<file path="config.mk">
export PLATFORM = sky130hd
export DESIGN_NAME = sd_mem_share_arb_flat
export DESIGN_NICKNAME = d
export VERILOG_FILES = /design/src/rtl/sd_arb_pkg.sv /design/src/rtl/sd_mem_share_arb_if.sv /design/src/rtl/sd_rr_pick.sv /design/src/rtl/sd_mem_share_arb.sv /design/src/flat_wrapper.sv
export SDC_FILE = /design/constraint.sdc
export NUM_CORES = 1
export LEC_CHECK = 0
export BUFFER_PORTS_ARGS = -buffer_cell sky130_fd_sc_hd__buf_2
export CAP_MARGIN = 20
export CORE_MARGIN = 3
export CORE_UTILIZATION = 25
export DETAILED_ROUTE_END_ITERATION = 10
export PLACE_DENSITY_LB_ADDON = 0.3
export SYNTH_ARGS = -nofsm -noshare
export SYNTH_HDL_FRONTEND = slang
export SYNTH_HIERARCHICAL = 1
export SYNTH_SLANG_ARGS = --single-unit
</file>
<file path="constraint.sdc">
create_clock -name clk -period 4.1 [get_ports clk]
set_clock_uncertainty 0.05 [all_clocks]
set_input_delay 0.205 -clock clk [delete_from_list [all_inputs] [get_ports clk]]
set_output_delay 0.205 -clock clk [all_outputs]
set_load 0.01 [all_outputs]
</file>
<file path="src/rtl/sd_arb_pkg.sv">
// Shared types and helpers for the memory-sharing arbiter: slot index type,
// class encodings and a rotate-and-find-first-set search.
package sd_arb_pkg;

    localparam int SLOT_W  = 6;
    localparam int MAX_REQ = 1 << SLOT_W;

    localparam logic CLS_WR = 1'b0;
    localparam logic CLS_RD = 1'b1;

    typedef logic [SLOT_W-1:0] slot_idx_t;

    typedef struct packed {
        logic      valid;
        slot_idx_t idx;
    } pick_t;

    // First set bit of req[0..n-1] searching upward from start, wrapping at n.
    function automatic pick_t rr_find(input logic [MAX_REQ-1:0] req,
                                      input int                 n,
                                      input int                 start);
        pick_t r;
        int    k;
        r.valid = 1'b0;
        r.idx   = '0;
        for (int i = 0; i < MAX_REQ; i++) begin
            k = start + i;
            if (k >= n) k = k - n;
            if (i < n && k < n && !r.valid && req[k]) begin
                r.valid = 1'b1;
                r.idx   = slot_idx_t'(k);
            end
        end
        return r;
    endfunction

endpackage

</file>
<file path="src/rtl/sd_mem_share_arb_if.sv">
// Request/grant/memory bundle between the FIFO controllers, the arbiter and
// the shared RAM. slave = arbiter side, master = controllers + RAM side.
interface sd_mem_share_arb_if #(
    parameter int nq    = 4,
    parameter int width = 8,
    parameter int asz   = 6
);
    logic [nq-1:0]       wr_req;
    logic [nq*asz-1:0]   wr_addr;
    logic [nq*width-1:0] wr_data;
    logic [nq-1:0]       wr_grant;
    logic [nq-1:0]       rd_req;
    logic [nq*asz-1:0]   rd_addr;
    logic [nq-1:0]       rd_grant;
    logic [asz-1:0]      mem_addr;
    logic                mem_we;
    logic                mem_re;
    logic [width-1:0]    mem_wr_data;
    logic [width-1:0]    mem_rd_data;
    logic [nq-1:0]       rd_valid;
    logic [width-1:0]    rd_data;

    // Grants are a pure function of requests and registered pointers; a
    // request must therefore never depend combinationally on its grant.
    modport slave (
        input  wr_req, wr_addr, wr_data, rd_req, rd_addr, mem_rd_data,
        output wr_grant, rd_grant, mem_addr, mem_we, mem_re, mem_wr_data,
               rd_valid, rd_data
    );

    modport master (
        output wr_req, wr_addr, wr_data, rd_req, rd_addr, mem_rd_data,
        input  wr_grant, rd_grant, mem_addr, mem_we, mem_re, mem_wr_data,
               rd_valid, rd_data
    );
endinterface

</file>
<file path="src/rtl/sd_rr_pick.sv">
// Round-robin picker: one-hot grant and index of the first request at or
// above the start pointer, wrapping modulo N.
module sd_rr_pick #(
    parameter int N  = 8,
    parameter int SW = 3
) (
    input  logic [N-1:0]  req_i,
    input  logic [SW-1:0] start_i,
    output logic [N-1:0]  gnt_o,
    output logic [SW-1:0] idx_o,
    output logic          valid_o
);
    import sd_arb_pkg::*;

    logic [MAX_REQ-1:0] req_ext;
    pick_t              pick;

    always_comb begin
        req_ext         = '0;
        req_ext[N-1:0]  = req_i;
        pick            = rr_find(req_ext, N, int'(start_i));
        valid_o         = pick.valid;
        idx_o           = SW'(pick.idx);
        gnt_o           = '0;
        if (pick.valid) gnt_o[idx_o] = 1'b1;
    end

endmodule

</file>
<file path="src/rtl/sd_mem_share_arb.sv">
// Shares one 1RW RAM between nq FIFO heads and tails. Define
// SDLIB_ARB_WRPRI_EN to give writes strict priority over reads.
module sd_mem_share_arb #(
    parameter int nq    = 4,
    parameter int width = 8,
    parameter int depth = 64,
    parameter int asz   = $clog2(depth),
    parameter int qsz   = (nq > 1) ? $clog2(nq) : 1
) (
    input  logic              clk,
    input  logic              reset,
    sd_mem_share_arb_if.slave bus
);
    import sd_arb_pkg::*;

    logic           gnt_vld;
    logic           gnt_cls;
    logic [qsz-1:0] gnt_q;
    logic [nq-1:0]  cls_wr_oh;
    logic [nq-1:0]  cls_rd_oh;

`ifdef SDLIB_ARB_WRPRI_EN
    logic [qsz-1:0] wr_ptr_q, wr_ptr_d, rd_ptr_q, rd_ptr_d;
    logic [qsz-1:0] wr_idx, rd_idx;
    logic           wr_vld, rd_vld;

    sd_rr_pick #(.N(nq), .SW(qsz)) u_pick_wr (
        .req_i(bus.wr_req), .start_i(wr_ptr_q),
        .gnt_o(cls_wr_oh), .idx_o(wr_idx), .valid_o(wr_vld)
    );

    sd_rr_pick #(.N(nq), .SW(qsz)) u_pick_rd (
        .req_i(bus.rd_req), .start_i(rd_ptr_q),
        .gnt_o(cls_rd_oh), .idx_o(rd_idx), .valid_o(rd_vld)
    );

    // Any write beats every read; each class rotates on its own grants only.
    always_comb begin
        gnt_vld  = (wr_vld | rd_vld) & ~reset;
        gnt_cls  = wr_vld ? CLS_WR : CLS_RD;
        gnt_q    = wr_vld ? wr_idx : rd_idx;
        wr_ptr_d = wr_ptr_q;
        rd_ptr_d = rd_ptr_q;
        if (gnt_vld && gnt_cls == CLS_WR)
            wr_ptr_d = (wr_idx == qsz'(nq - 1)) ? '0 : wr_idx + qsz'(1);
        if (gnt_vld && gnt_cls == CLS_RD)
            rd_ptr_d = (rd_idx == qsz'(nq - 1)) ? '0 : rd_idx + qsz'(1);
    end

    always_ff @(posedge clk) begin
        if (reset) begin
            wr_ptr_q <= '0;
            rd_ptr_q <= '0;
        end else begin
            wr_ptr_q <= wr_ptr_d;
            rd_ptr_q <= rd_ptr_d;
        end
    end
`else
    localparam int NS = 2 * nq;

    logic [qsz:0]  rr_ptr_q, rr_ptr_d;
    logic [qsz:0]  slot_idx;
    logic [NS-1:0] slot_gnt;
    logic          slot_vld;

    sd_rr_pick #(.N(NS), .SW(qsz + 1)) u_pick (
        .req_i({bus.rd_req, bus.wr_req}), .start_i(rr_ptr_q),
        .gnt_o(slot_gnt), .idx_o(slot_idx), .valid_o(slot_vld)
    );

    // Slots [0,nq) are heads, [nq,2nq) are tails; wrap is explicit because
    // 2*nq need not be a power of two.
    always_comb begin
        gnt_vld   = slot_vld & ~reset;
        gnt_cls   = (slot_idx >= (qsz+1)'(nq)) ? CLS_RD : CLS_WR;
        gnt_q     = (gnt_cls == CLS_RD) ? qsz'(slot_idx - (qsz+1)'(nq))
                                        : qsz'(slot_idx);
        cls_wr_oh = slot_gnt[nq-1:0];
        cls_rd_oh = slot_gnt[NS-1:nq];
        rr_ptr_d  = rr_ptr_q;
        if (gnt_vld)
            rr_ptr_d = (slot_idx == (qsz+1)'(NS - 1)) ? '0
                                                      : slot_idx + (qsz+1)'(1);
    end

    always_ff @(posedge clk) begin
        if (reset) rr_ptr_q <= '0;
        else       rr_ptr_q <= rr_ptr_d;
    end
`endif

    always_comb begin
        bus.wr_grant    = '0;
        bus.rd_grant    = '0;
        bus.mem_we      = 1'b0;
        bus.mem_re      = 1'b0;
        bus.mem_addr    = '0;
        bus.mem_wr_data = '0;
        if (gnt_vld) begin
            if (gnt_cls == CLS_WR) begin
                bus.wr_grant    = cls_wr_oh;
                bus.mem_we      = 1'b1;
                bus.mem_addr    = bus.wr_addr[gnt_q*asz +: asz];
                bus.mem_wr_data = bus.wr_data[gnt_q*width +: width];
            end else begin
                bus.rd_grant    = cls_rd_oh;
                bus.mem_re      = 1'b1;
                bus.mem_addr    = bus.rd_addr[gnt_q*asz +: asz];
            end
        end
    end

    // Read return: the RAM answers one cycle after mem_re, tag remembers who asked.
    logic           rd_pend_q, rd_pend_d;
    logic [qsz-1:0] rd_tag_q, rd_tag_d;

    always_comb begin
        rd_pend_d = bus.mem_re;
        rd_tag_d  = (gnt_vld && gnt_cls == CLS_RD) ? gnt_q : rd_tag_q;
    end

    always_ff @(posedge clk) begin
        if (reset) begin
            rd_pend_q <= 1'b0;
            rd_tag_q  <= '0;
        end else begin
            rd_pend_q <= rd_pend_d;
            rd_tag_q  <= rd_tag_d;
        end
    end

    always_comb begin
        bus.rd_valid = '0;
        if (rd_pend_q && !reset) bus.rd_valid[rd_tag_q] = 1'b1;
        bus.rd_data = bus.mem_rd_data;
    end

endmodule

</file>
<file path="src/flat_wrapper.sv">
// flat-port wrapper written by rule: the top's interface ports become plain ports
module sd_mem_share_arb_flat import sd_arb_pkg::*;
#(
    parameter int nq    = 4,
    parameter int width = 8,
    parameter int depth = 64,
    parameter int asz   = $clog2(depth),
    parameter int qsz   = (nq > 1) ? $clog2(nq) : 1
)
  (clk, reset, bus_wr_req, bus_wr_addr, bus_wr_data, bus_rd_req, bus_rd_addr, bus_mem_rd_data, bus_wr_grant, bus_rd_grant, bus_mem_addr, bus_mem_we, bus_mem_re, bus_mem_wr_data, bus_rd_valid, bus_rd_data);
  sd_mem_share_arb_if #(.nq(nq), .width(width), .asz(asz)) bus_i ();
  input  logic clk;
  input  logic reset;
  input wire logic [$bits(bus_i.wr_req)-1:0] bus_wr_req;
  input wire logic [$bits(bus_i.wr_addr)-1:0] bus_wr_addr;
  input wire logic [$bits(bus_i.wr_data)-1:0] bus_wr_data;
  input wire logic [$bits(bus_i.rd_req)-1:0] bus_rd_req;
  input wire logic [$bits(bus_i.rd_addr)-1:0] bus_rd_addr;
  input wire logic [$bits(bus_i.mem_rd_data)-1:0] bus_mem_rd_data;
  output wire logic [$bits(bus_i.wr_grant)-1:0] bus_wr_grant;
  output wire logic [$bits(bus_i.rd_grant)-1:0] bus_rd_grant;
  output wire logic [$bits(bus_i.mem_addr)-1:0] bus_mem_addr;
  output wire logic [$bits(bus_i.mem_we)-1:0] bus_mem_we;
  output wire logic [$bits(bus_i.mem_re)-1:0] bus_mem_re;
  output wire logic [$bits(bus_i.mem_wr_data)-1:0] bus_mem_wr_data;
  output wire logic [$bits(bus_i.rd_valid)-1:0] bus_rd_valid;
  output wire logic [$bits(bus_i.rd_data)-1:0] bus_rd_data;
  assign bus_i.wr_req = bus_wr_req;
  assign bus_i.wr_addr = bus_wr_addr;
  assign bus_i.wr_data = bus_wr_data;
  assign bus_i.rd_req = bus_rd_req;
  assign bus_i.rd_addr = bus_rd_addr;
  assign bus_i.mem_rd_data = bus_mem_rd_data;
  assign bus_wr_grant = bus_i.wr_grant;
  assign bus_rd_grant = bus_i.rd_grant;
  assign bus_mem_addr = bus_i.mem_addr;
  assign bus_mem_we = bus_i.mem_we;
  assign bus_mem_re = bus_i.mem_re;
  assign bus_mem_wr_data = bus_i.mem_wr_data;
  assign bus_rd_valid = bus_i.rd_valid;
  assign bus_rd_data = bus_i.rd_data;
  sd_mem_share_arb #(.nq(nq), .width(width), .depth(depth), .asz(asz), .qsz(qsz)) u_core (.clk(clk), .reset(reset), .bus(bus_i));
endmodule
</file>
==> reports/metrics.cfg <==
[die]
die_h_um=101
pin_count=134
core_area_mm2=0.00846
die_width_um=101
die_area_mm2=0.0101
start_util=0.264
rows=33

[hold_path]
hold_class=input pin to flip-flop

[routing]
drc=0
initialDrtViolationCount=110
firstDrtPassIters=4
ant_nets=0
wl_um=7250
wire_per_inst_um=15.6
via_per_inst=5.12
vias=2383

[power_and_ir_drop]
ir_drop_v=0.000293
intPower_mw=1.63
pwr-share-comb=0.940
power_switching_share=0.503
p_switching_mw=1.65
pwr-share-clk=0.027
p_per_area_mw_per_mm2=1080
p_seq_frac=0.032
total_leakage_power_nw=1.45

[synth]
synth_async_sr_flop_share=0
synth_edf_count=0
seq_area_frac_synth=0.0538
ys_ff_latch=6
yosysWarnings=6
synthFlopType=dfxtp_1
synth.avg_cell_area_um2=8.90
synthTopCellsByArea=mux2i_1, mux4_2, ha_1, and2_1, dfxtp_1
synth_top_cell_area_share=0.152
synth_nets=361
synth_area_leader_cell=mux2i_1
netlist_area_mm2=0.00223
synth_cell_type_count=63
synth_cells=251

[place]
dp_hpwl_um=6050
gp_congestion=0.887
io_buffers=117
place_area_mm2=0.00293
pre_cts_ws_ns=0.197

[sta]
fin_crit_sh=0.962
hold_viol=0
rsz0062_at_grt=false
setup_violations=0
maxSlewViolCount=0
fin_crit_ns=3.95
whs_ns=0.227
fin_ws_ns=0.154
finalSetupTns_ns=0
tightestPinTransition_ns=0.570
slew-limit-headroom=0.619
max_freq_mhz=253

[clock_tree]
clk_path_buf_depth=2
cts_buffers=3
cts_sinks=6
htreeDepth=1
clkLatencyLatePin_ns=0.22
ctsHoldBuffers=0
cts_tree=done
root_buffer=clkbuf_8
clkSlewWorstSetupHoldPaths_ns=0.04
cts_setup_buffers=0

[global_routing]
gr-usage-all-layers=0.135
grt-ovfl-total=0
grt_pass1_wl_um=11200
antenna_found_initial=0
grt_start_max_net_pins=22
grt_pass1_vias=2333

[worst_setup_path]
endpoint_kind=output pin
critPathBufInv=4
worst-setup-path-type=flip-flop to output pin
path_delay_family=compound AO/OA/AOI/OAI gates
arrival_ns=3.69
cpMaxStageDelayCell=a21boi_0
crit_chain=inv_1, buf_4, ha_1, a21boi_0, a32o_1, nor2_1, a31o_1, a211o_1, a31oi_4, inv_2, and2_2, a22oi_1, and3_1, buf_2
cp_max_fo=11
worstPathRequired_ns=3.85
critPathMaxStageDelay_ns=0.43
cp-start-kind=flip-flop

[finish]
nFillCells=854
layout-drive-gt1-share=0.483
fin_nets=472
final_area_mm2=0.00304
final_util=0.359
antennaDiodeCount=0
syn_to_final_growth_pct=36.1

[status]
status=completed

[job]
drv_cap=0

[registers in the layout (all words and copies together), names as in the netlist]
register,flops
u_core/rd_tag_q,2
u_core/rd_pend_q,1
u_core/rr_ptr_q,3
[kinds of logic (layout without fill, tap and decap cells)]
family,Yosys count,after routing,synth area share
and+or+nand+nor,89,89,0.233
muxes,57,57,0.367
AOI/OAI and AO/OA,46,46,0.161
buffers and inverters,39,148,0.106
adders and majority gates,12,12,0.0672
DFF,6,6,0.0538
xor gates and xnor gates,2,2,0.0112
[path summary, 6_finish.rpt]
check | to | slack [ns] | cells past startpoint | startpoint
worst min-delay path | u_core/rr_ptr_q[0]$_SDFFE_PP0P_ | 0.23 | 2 | reset
worst max-delay path | bus_mem_addr[5] | 0.15 | 14 | u_core/rr_ptr_q[1]$_SDFFE_PP0P_
worst max register to register | u_core/rr_ptr_q[1]$_SDFFE_PP0P_ | 0.53 | 14 | u_core/rr_ptr_q[1]$_SDFFE_PP0P_
worst min register to register | u_core/rd_tag_q[1]$_SDFFE_PP0P_ | 0.46 | 2 | u_core/rd_tag_q[1]$_SDFFE_PP0P_
[cell usage after synthesis (3+ instances only)]
master and number:
buf_4 10, ha_1 12, buf_2 5, nand2_1 10, nor2_1 13, clkbuf_1 3
mux4_1 4, and2_1 20, o21ai_0 6, inv_1 10, buf_6 4, a21oi_1 4
nand2b_1 5, a22oi_1 13, mux2_2 3, and3_1 11, inv_2 4, nor3_1 4
mux2i_1 34, dfxtp_1 6, mux4_2 14, nand3_1 5
[stage by stage]
stage	instances	power, mW
2_1_floorplan	251	2.34
4_1_cts	465	3.24
3_3_place_gp	462	3.08
6_report	465	3.28
3_5_place_dp	462	3.12
5_1_grt	465	3.60
[layout by cell type (no fill, tap or decap), drive strengths merged, types with 5 or more instances in the layout]
cell type	Yosys	final
a22oi	13	13
dfxtp	6	6
nand3	5	5
buf	21	131
nor3	6	6
nor2	13	13
and2	21	21
ha	12	12
mux2i	35	35
inv	14	14
mux4	18	18
nand2	10	10
and3	11	11
nand2b	5	5
o21ai	6	6
[repair_timing]
item                       4_1_cts  5_1_grt
pin swaps                        0        0
resized for setup                3       10
setup endpoints to repair        9       22
[final cells by class]
type,count,area [µm²],area share
well taps,105,131,0.0432
flip-flops and latches,6,121,0.0399
inverters,14,52.6,0.0173
clock buffers,3,41.3,0.0136
repair buffers,131,728,0.239
multi-input cells,206,1970,0.647
[per-layer routing]
metal | vias to the layer above | wire length, µm | global-route usage | part of all wire
li1 | 1168 | - | - | -
met1 | 1120 | 3030 | 0.174 | 0.42
met2 | 85 | 3700 | 0.236 | 0.51
met3 | 10 | 441 | 0.0166 | 0.061
met4 | 0 | 81 | 0.0342 | 0.011
met5 | - | 0 | 0 | 0
[power by group through the flow]
stage	registers [mW]	clock network [mW]	logic [mW]
2_1_floorplan	0.0962	0	2.24
3_3_place_gp	0.103	0	2.98
3_5_place_dp	0.105	0	3.02
4_1_cts	0.105	0.0918	3.04
5_1_grt	0.109	0.0949	3.40
6_report	0.106	0.0899	3.09
Note: power is estimated with default switching activity, not from simulation.
